**config.mk**
```make
export PLATFORM = sky130hd
export DESIGN_NAME = instruction_fetch
export DESIGN_NICKNAME = d
export VERILOG_FILES = /design/src/rtl/arm_pipe_pkg.sv /design/src/rtl/if_id_register.sv /design/src/rtl/instruction_fetch.sv
export SDC_FILE = /design/constraint.sdc
export NUM_CORES = 1
export LEC_CHECK = 0
export CAP_MARGIN = 20
export CORE_ASPECT_RATIO = 1.5
export CORE_MARGIN = 10
export CORE_UTILIZATION = 47
export CTS_CLUSTER_DIAMETER = 30
export DETAILED_ROUTE_END_ITERATION = 8
export GPL_TIMING_DRIVEN = 0
export PLACE_DENSITY_LB_ADDON = 0.25
export SLEW_MARGIN = 20
export SYNTH_ARGS = -nofsm -noshare
export SYNTH_HDL_FRONTEND = slang
export SYNTH_SLANG_ARGS = --single-unit
export TNS_END_PERCENT = 50
```
**constraint.sdc**
```tcl
create_clock -name clock -period 3.2 [get_ports clock]
set_input_delay 0.32 -clock clock [delete_from_list [all_inputs] [get_ports clock]]
set_output_delay 0.32 -clock clock [all_outputs]
set_load 0.01 [all_outputs]
```
**src/rtl/arm_pipe_pkg.sv**
```systemverilog
// Shared definitions for the ARMv8 pipeline stages.
//   INSTR_W / ADDR_W : instruction and address widths
//   NOP_INSTR        : encoding used to fill a pipeline bubble
//   if_id_t          : IF/ID bundle {instruction, pc, pc_inc, valid}
//   pc_plus4         : modulo-2^64 sequential PC increment
package arm_pipe_pkg;

  localparam int INSTR_W = 32;
  localparam int ADDR_W  = 64;

  localparam logic [INSTR_W-1:0] NOP_INSTR = 32'hD503201F;

  typedef struct packed {
    logic [INSTR_W-1:0] instruction;
    logic [ADDR_W-1:0]  pc;
    logic [ADDR_W-1:0]  pc_inc;
    logic               valid;
  } if_id_t;

  // Wraps naturally: FFFF_FFFF_FFFF_FFFC + 4 = 0.
  function automatic logic [ADDR_W-1:0] pc_plus4(input logic [ADDR_W-1:0] pc);
    return pc + 64'd4;
  endfunction

endpackage

```
**src/rtl/if_id_register.sv**
```systemverilog
// Generic pipeline register carrying an if_id_t bundle.
// Ports:
//   clock  : rising-edge clock
//   reset  : synchronous, active-low; clears the bundle to a bubble with zero PCs
//   load   : capture d
//   hold   : keep current contents (overrides load)
//   bubble : replace instruction with NOP and clear valid, PCs keep their value
//            (overrides hold and load)
//   d / q  : bundle in / out
module if_id_register
  import arm_pipe_pkg::*;
#(
  parameter logic [INSTR_W-1:0] NOP = NOP_INSTR
) (
  input  logic   clock,
  input  logic   reset,
  input  logic   load,
  input  logic   hold,
  input  logic   bubble,
  input  if_id_t d,
  output if_id_t q
);

  always_ff @(posedge clock) begin
    if (!reset) begin
      q.instruction <= NOP;
      q.pc          <= '0;
      q.pc_inc      <= '0;
      q.valid       <= 1'b0;
    end else if (bubble) begin
      // PCs are left alone so a bubble never disturbs link/debug values.
      q.instruction <= NOP;
      q.valid       <= 1'b0;
    end else if (load && !hold) begin
      q <= d;
    end
  end

endmodule

```
**src/rtl/instruction_fetch.sv**
```systemverilog
// Instruction fetch stage: owns the PC, reads instruction memory and drives
// the IF/ID pipeline register feeding instruction_decode.
// Parameters:
//   RESET_PC  : PC loaded on reset
//   NOP_INSTR : encoding placed in IF/ID for a bubble
// Ports:
//   clock, reset (sync, active-low)
//   stall              : hold PC and IF/ID
//   branch_taken       : redirect from ID, target in branch_target (aligned to 4)
//   imem_rdata/valid   : combinational instruction memory response for imem_addr
//   imem_addr          : current PC
//   instruction_IF_ID, PC_out_IF_ID, PC_inc_IF_ID, valid_IF_ID : IF/ID outputs
// Optional feature macro IF_PERF_CNT_EN adds saturating fetch_count and
// bubble_count outputs.
// Priority each cycle: reset > branch > stall > memory not ready > fetch.
module instruction_fetch
  import arm_pipe_pkg::*;
#(
  parameter logic [ADDR_W-1:0]  RESET_PC  = 64'h0,
  parameter logic [INSTR_W-1:0] NOP_INSTR = arm_pipe_pkg::NOP_INSTR
) (
  input  logic               clock,
  input  logic               reset,
  input  logic               stall,
  input  logic               branch_taken,
  input  logic [ADDR_W-1:0]  branch_target,
  input  logic [INSTR_W-1:0] imem_rdata,
  input  logic               imem_valid,
  output logic [ADDR_W-1:0]  imem_addr,
  output logic [INSTR_W-1:0] instruction_IF_ID,
  output logic [ADDR_W-1:0]  PC_out_IF_ID,
  output logic [ADDR_W-1:0]  PC_inc_IF_ID,
  output logic               valid_IF_ID
`ifdef IF_PERF_CNT_EN
  ,
  output logic [31:0]        fetch_count,
  output logic [31:0]        bubble_count
`endif
);

  // ---- stage p0: PC and fetch request ----
  logic [ADDR_W-1:0] pc_p0;
  logic [ADDR_W-1:0] pc_inc_p0;
  logic              do_fetch_p0;
  logic              do_bubble_p0;
  if_id_t            fetch_p0;
  if_id_t            if_id_p1;

  assign pc_inc_p0 = pc_plus4(pc_p0);
  assign imem_addr = pc_p0;

  // Branch beats stall; stall beats a not-ready memory (no bubble while stalled).
  assign do_fetch_p0  = !branch_taken && !stall && imem_valid;
  assign do_bubble_p0 = branch_taken || (!stall && !imem_valid);

  assign fetch_p0.instruction = imem_rdata;
  assign fetch_p0.pc          = pc_p0;
  assign fetch_p0.pc_inc      = pc_inc_p0;
  assign fetch_p0.valid       = 1'b1;

  always_ff @(posedge clock) begin
    if (!reset) begin
      pc_p0 <= RESET_PC;
    end else if (branch_taken) begin
      pc_p0 <= {branch_target[ADDR_W-1:2], 2'b00};
    end else if (do_fetch_p0) begin
      pc_p0 <= pc_inc_p0;
    end
  end

  // ---- stage p1: IF/ID register ----
  if_id_register #(
    .NOP (NOP_INSTR)
  ) u_if_id (
    .clock  (clock),
    .reset  (reset),
    .load   (do_fetch_p0),
    .hold   (stall),
    .bubble (do_bubble_p0),
    .d      (fetch_p0),
    .q      (if_id_p1)
  );

  assign instruction_IF_ID = if_id_p1.instruction;
  assign PC_out_IF_ID      = if_id_p1.pc;
  assign PC_inc_IF_ID      = if_id_p1.pc_inc;
  assign valid_IF_ID       = if_id_p1.valid;

`ifdef IF_PERF_CNT_EN
  function automatic logic [31:0] sat_inc(input logic [31:0] v);
    return (v == 32'hFFFF_FFFF) ? v : v + 32'd1;
  endfunction

  always_ff @(posedge clock) begin
    if (!reset) begin
      fetch_count  <= '0;
      bubble_count <= '0;
    end else begin
      if (do_fetch_p0)  fetch_count  <= sat_inc(fetch_count);
      if (do_bubble_p0) bubble_count <= sat_inc(bubble_count);
    end
  end
`endif

endmodule

```
==> impl_metrics.ini, run 1 <==
[detailed_routing]
wl_mm = 47.20
wl_per_cell_um = 24.78
wl_met1_mm = 16.42
ant_nets = 0
drc = 0
routed.top_layer = met4
drtIter0Drc = 884
vias_per_cell = 6.075
drtPass1Iterations = 5
wl_met2_mm = 23.37
vias = 11570
met3RoutedLength_mm = 4.218

[die]
io_pins = 326
core_area_um2 = 21550
die_area_um2 = 28260
start_util_pct = 47.60
num_rows = 66
fp.dieH_um = 200.9
die_width_um = 140.6

[clocking]
cts.sink_count = 219
htree_levels = 2
clock_path_buffers = 3
cts-buffers-inserted = 40
insertion_delay_ps = 530
clkTransAtPathRegs_ps = 60
postCtsSetupBuffers = 0
hold_buffers = 0
cts_resized = 0
cts-root-buf = clkbuf_16
tritoncts = built

[place]
dp_cells = 1831
port_buffers = 316
place.gp.congestion = 0.9736
hpwl_mm = 35.57

[synthesis]
synth_seq_cells = 219
ys_seq_area_share_pct = 42.74
synthFlopType = dfxtp_1
syn_avg_cell_area_um2 = 8.286
netlist_area_um2 = 10260
yosysWarnings = 0
synth_top_area_cell = dfxtp_1
async_flop_share_pct = 0
synth_cells = 1238
synth_edf_count = 0
synth_area_leaders = dfxtp_1 43%, nand2_1 6.4%, a21oi_1 4.8%
synthTopCellsByCount = 219 x dfxtp_1, 175 x nand2_1, 99 x a21oi_1
yosys.area.top_type_share_pct = 42.74
synth_most_common_cell = dfxtp_1
synth_cell_types = 53

[timing]
finClkSkew_ps = 26.81
rsz0062_at_grt = no
finalCritPeriodShare_pct = 96.44
setup_viol = 0
hold_violations = 0
fmax_mhz = 324.1
period_minus_slack_ps = 3086
timing.hold.ws_ps = 371.7
worst-slew-pin-transition_ps = 993.9
max_slew_margin_pct = 33.74
drv_slew = 0

[cells_and_area]
layout.cells.non_filler = 1905
num-nets-final = 1703
areaGrowthSynthToFinish_pct = 48.43
drive_above_1_share_pct = 9.804

[setup_path]
crit_arrival_ps = 3520
startpoint = imem_addr[2]
max_stage_delay_ps = 590
critPathCaptureType = flip-flop
worst_setup_path_start_kind = flip-flop
crit_required_ps = 3640
crit_fanout = 10
r2r_start = imem_addr[2]
slowest_stage = nor3_4
critPathKind = flip-flop to flip-flop
worstPathCellList = ha_1, nand3_1, nor3_4, nand4_2, buf_2, or4_1, a31oi_1

[global_route]
grt_pass1_wl_mm = 70.51
antenna_found_initial = 1
grt.overflow.total = 0
grt_max_degree = 14
grt_usage_pct = 31.68
grt_pass1_vias = 11630

[job]
cap_viol_max_count = 0

[hold_path]
hold_start = branch_target[37]
min_path_type = input port to flip-flop

[run_status]
outcome = complete, no violations

[pwr]
peakVddDrop_uv = 609.4
p_leak_nw = 5.274
power_density_nw_per_um2 = 554.2
[metrics by stage]
stage | setup TNS (ps) | setup WS, ps | utilization [%] | power [mW] | instance area [µm²]
CTS | 0 | 164.7 | 70.61 | 8.430 | 15220
global route | 0 | 9.635 | 70.65 | 8.626 | 15230
detailed placement | -2771 | -265.7 | 63.94 | 3.981 | 13780
floorplan | 0 | 861.4 | - | 3.412 | 10280
finish | 0 | 114.1 | 70.65 | 8.439 | 15230
global placement | -2478 | -240.4 | 63.94 | 3.969 | 13780
[report_power, final]
| group | internal, mW | switching (mW) |
|---|---|---|
| combinational | 0.451 | 0.533 |
| clock | 2.88 | 1.61 |
| sequential | 2.85 | 0.119 |
[registers in the layout, indices dropped and copies added (netlist names)]
name and flops:
u_if_id.q 157, imem_addr 62
[logic make-up after synthesis]
kind of cell	count (synthesis)	share of synthesized area, %
AO/OA/AOI/OAI	325	19.84
adder cells (fa/ha/maj)	1	0.1219
XOR/XNOR	70	5.976
AND/OR/NAND/NOR	483	25.03
buffers and inverters	134	5.769
other	1	0.03655
flip-flops	219	42.74
multiplexers	5	0.4879
[cells in the final DEF, fill, tap and decap left out, types with 33 or more instances in the layout]
| cell | synthesis | layout |
|---|---|---|
| clkdlybuf4s50_1 | 0 | 316 |
| dfxtp_1 | 219 | 219 |
| nand2_1 | 175 | 175 |
| a21oi_1 | 99 | 99 |
| o21ai_0 | 96 | 96 |
| nor2_1 | 80 | 80 |
| clkbuf_1 | 79 | 79 |
| xor2_1 | 50 | 50 |
| nand4_1 | 47 | 47 |
| nand3_1 | 43 | 43 |
| clkbuf_16 | 0 | 42 |
| a211oi_1 | 35 | 35 |
| a31oi_1 | 33 | 33 |
[critical path: cells and delay by family (launching register included)]
kind,cells,cell delay (ps)
flip-flops,1,550
AND/OR/NAND/NOR,4,1710
buffers and inverters,1,260
adder cells (fa/ha/maj),1,300
AO/OA/AOI/OAI,1,160
[worst paths after layout]
check | depth (start not counted) | slack, ps | end
setup / recovery | 7 | 110 | u_if_id.q[59]
hold / removal | 3 | 370 | imem_addr[37]
setup reg to reg | 7 | 110 | u_if_id.q[59]
hold reg to reg | 2 | 450 | u_if_id.q[0]
[final cells by class]
class	count	area, µm²
fillers	1741	6326
diodes	1	2.502
inverters	7	26.28
plain buffers	127	565.5
flip-flops and latches	219	4384
clock buffers	47	1120
well taps	272	340.3
multi-input cells	890	5306
repair buffers	316	3163
clock inverters	26	319.1
[layer usage]
| metal | up-vias | GRT usage (%) |
|---|---|---|
| li1 | 5222 | - |
| met5 | - | 0 |
| met1 | 5493 | 33.55 |
| met2 | 670 | 54.62 |
| met4 | 0 | 19.71 |
| met3 | 187 | 7.978 |
No activity file was read; power rests on OpenSTA's default activity.
==> run 2: changes to the inputs <==
CORE_UTILIZATION = 40   (was 47)
PLACE_DENSITY = 0.71   (was default)
PLACE_DENSITY_LB_ADDON = default   (was 0.25)
==> run 2 against run 1 <==
Net effect: global-route usage shrank 3.1 points; core utilization shrank 10 points; die area grew 15%; largest power group unchanged; maximum frequency shrank 0.54%; clock power shrank 4.9%; first-iteration DRC count grew 15%; sequential share of layout area is essentially flat; clock skew shrank 8.0 ps; combinational power is essentially flat; worst hold slack lost 11 ps; sequential cell count is the same.
==> impl_metrics.ini, run 2 (synthesized netlist as in run 1, its figures left out) <==
[setup_path]
r2r_slack_ps = 100
crit_required_ps = 3640
worstPathCellList = ha_1, nand3_1, nor4_1, nand4_1, clkbuf_1, or4_1, a31oi_1
max_stage_delay_ps = 600
crit_arrival_ps = 3540
worst_setup_path_start_kind = flip-flop
critPathKind = flip-flop to flip-flop
reg2reg_depth = 7
crit_fanout = 10
rr_endpoint = imem_addr[40]
r2r_start = imem_addr[2]
slowest_stage = dfxtp_1
critPathCaptureType = flip-flop

[clocking]
tritoncts = built
htree_levels = 2
cts.sink_count = 219
postCtsSetupBuffers = 0
cts-buffers-inserted = 40
cts_resized = 0
clkTransAtPathRegs_ps = 50
cts-root-buf = clkbuf_16
insertion_delay_ps = 540
hold_buffers = 0
clock_path_buffers = 3

[timing]
drv_slew = 0
finClkSkew_ps = 18.76
fmax_mhz = 322.3
worst-slew-pin-transition_ps = 971.4
setup_viol = 0
max_slew_margin_pct = 35.24
rsz0062_at_grt = no
timing.hold.ws_ps = 360.8
setup-tns-final_ps = 0
hold_violations = 0
period_minus_slack_ps = 3103
finalCritPeriodShare_pct = 96.95

[pwr]
peakVddDrop_uv = 406.5
power_density_nw_per_um2 = 539.8
power_frac_comb_pct = 12.0
p_int_mw = 6.035
p_sw_mw = 2.190
p_leak_nw = 5.245
clkPwrFrac_pct = 51.9
switching_share_pct = 26.62
p_seq_share_pct = 36.1

[cells_and_area]
layout.cells.non_filler = 1965
final_common_cell = clkdlybuf4s50_1
areaGrowthSynthToFinish_pct = 48.54
largest_register = u_if_id.q
drive_above_1_share_pct = 9.835
fin_util_pct = 60.61
largest_register_ffs = 157
antennaDiodeCount = 0
layout_common_cells = 316 x clkdlybuf4s50_1, 219 x dfxtp_1, 175 x nand2_1
num-nets-final = 1707
final_cell_area_um2 = 15240

[hold_path]
min_path_type = input port to flip-flop
hold_start = branch_target[37]
min_to = imem_addr[37]
min_path_cells = 3

[global_route]
grt_usage_pct = 28.53
grt_max_degree = 11
antenna_found_initial = 0
grt_pass1_vias = 11160
grt_pass1_wl_mm = 70.78
grt.overflow.total = 0

[place]
hpwl_mm = 37.02
place.gp.congestion = 1.001
port_buffers = 316
dp_cells = 1887
placed_cell_area_um2 = 13850

[die]
num_rows = 71
start_util_pct = 40.81
core_area_um2 = 25140
io_pins = 326
die_width_um = 150.8
fp.dieH_um = 216.1
die_area_um2 = 32580

[detailed_routing]
drtPass1Iterations = 6
vias = 11560
drc = 0
ant_nets = 0
vias_per_cell = 5.882
wl_mm = 48.59
wl_per_cell_um = 24.73
drtIter0Drc = 1015

[run_status]
outcome = complete, no violations

[job]
cap_viol_max_count = 0
run 2: area by class of cell:
class,instances,area (µm²)
tap,328,410.4
buffer,127,565.5
timing repair buffer,320,3193
clock buffer,47,1069
fill,2293,9902
sequential,219,4384
multi-input combinational,890,5306
clock inverter,27,284.0
inverter,7,26.28
run 2: power by group through the flow:
stage / clock network [mW] / logic [mW] / registers [mW]
floorplan: 0 / 0.374 / 3.04
global placement: 0 / 0.972 / 3.02
detailed placement: 0 / 0.975 / 3.02
CTS: 4.29 / 0.982 / 2.97
global route: 4.41 / 1.05 / 2.98
finish: 4.27 / 0.987 / 2.97
run 2: stage by stage:
step	setup slack, ps	power [mW]
detailed placement	-122.5	3.996
finish	97.45	8.225
global placement	-86.61	3.989
global route	44.75	8.443
CTS	148.8	8.245
floorplan	861.4	3.412
run 2: critical path: cells and delay by family (launching register included):
| family | cells | cell delay, ps |
|---|---|---|
| AO/OA/AOI/OAI | 1 | 250 |
| buffers and inverters | 1 | 340 |
| adder cells (fa/ha/maj) | 1 | 320 |
| AND/OR/NAND/NOR | 4 | 1480 |
| flip-flops | 1 | 600 |
run 2: how the worst max path moves through the flow:
stage,slack (ps),cells past startpoint,start,endpoint
6_report,100,7,imem_addr[2],imem_addr[40]
5_1_grt,40,7,imem_addr[2],imem_addr[40]
4_1_cts,150,7,imem_addr[2],u_if_id.q[55]
3_5_place_dp,-120,7,stall,u_if_id.q[144]
3_3_place_gp,-90,7,stall,u_if_id.q[154]
2_1_floorplan,860,7,imem_addr[2],u_if_id.q[55]
run 2: layer usage:
| layer | vias to the layer above | share of wire [%] | global-route usage [%] |
|---|---|---|---|
| li1 | 5230 | - | - |
| met1 | 5545 | 35 | 30.97 |
| met2 | 613 | 50 | 49.90 |
| met3 | 170 | 8.6 | 6.298 |
| met4 | 0 | 6.2 | 15.51 |
| met5 | - | 0 | 0 |
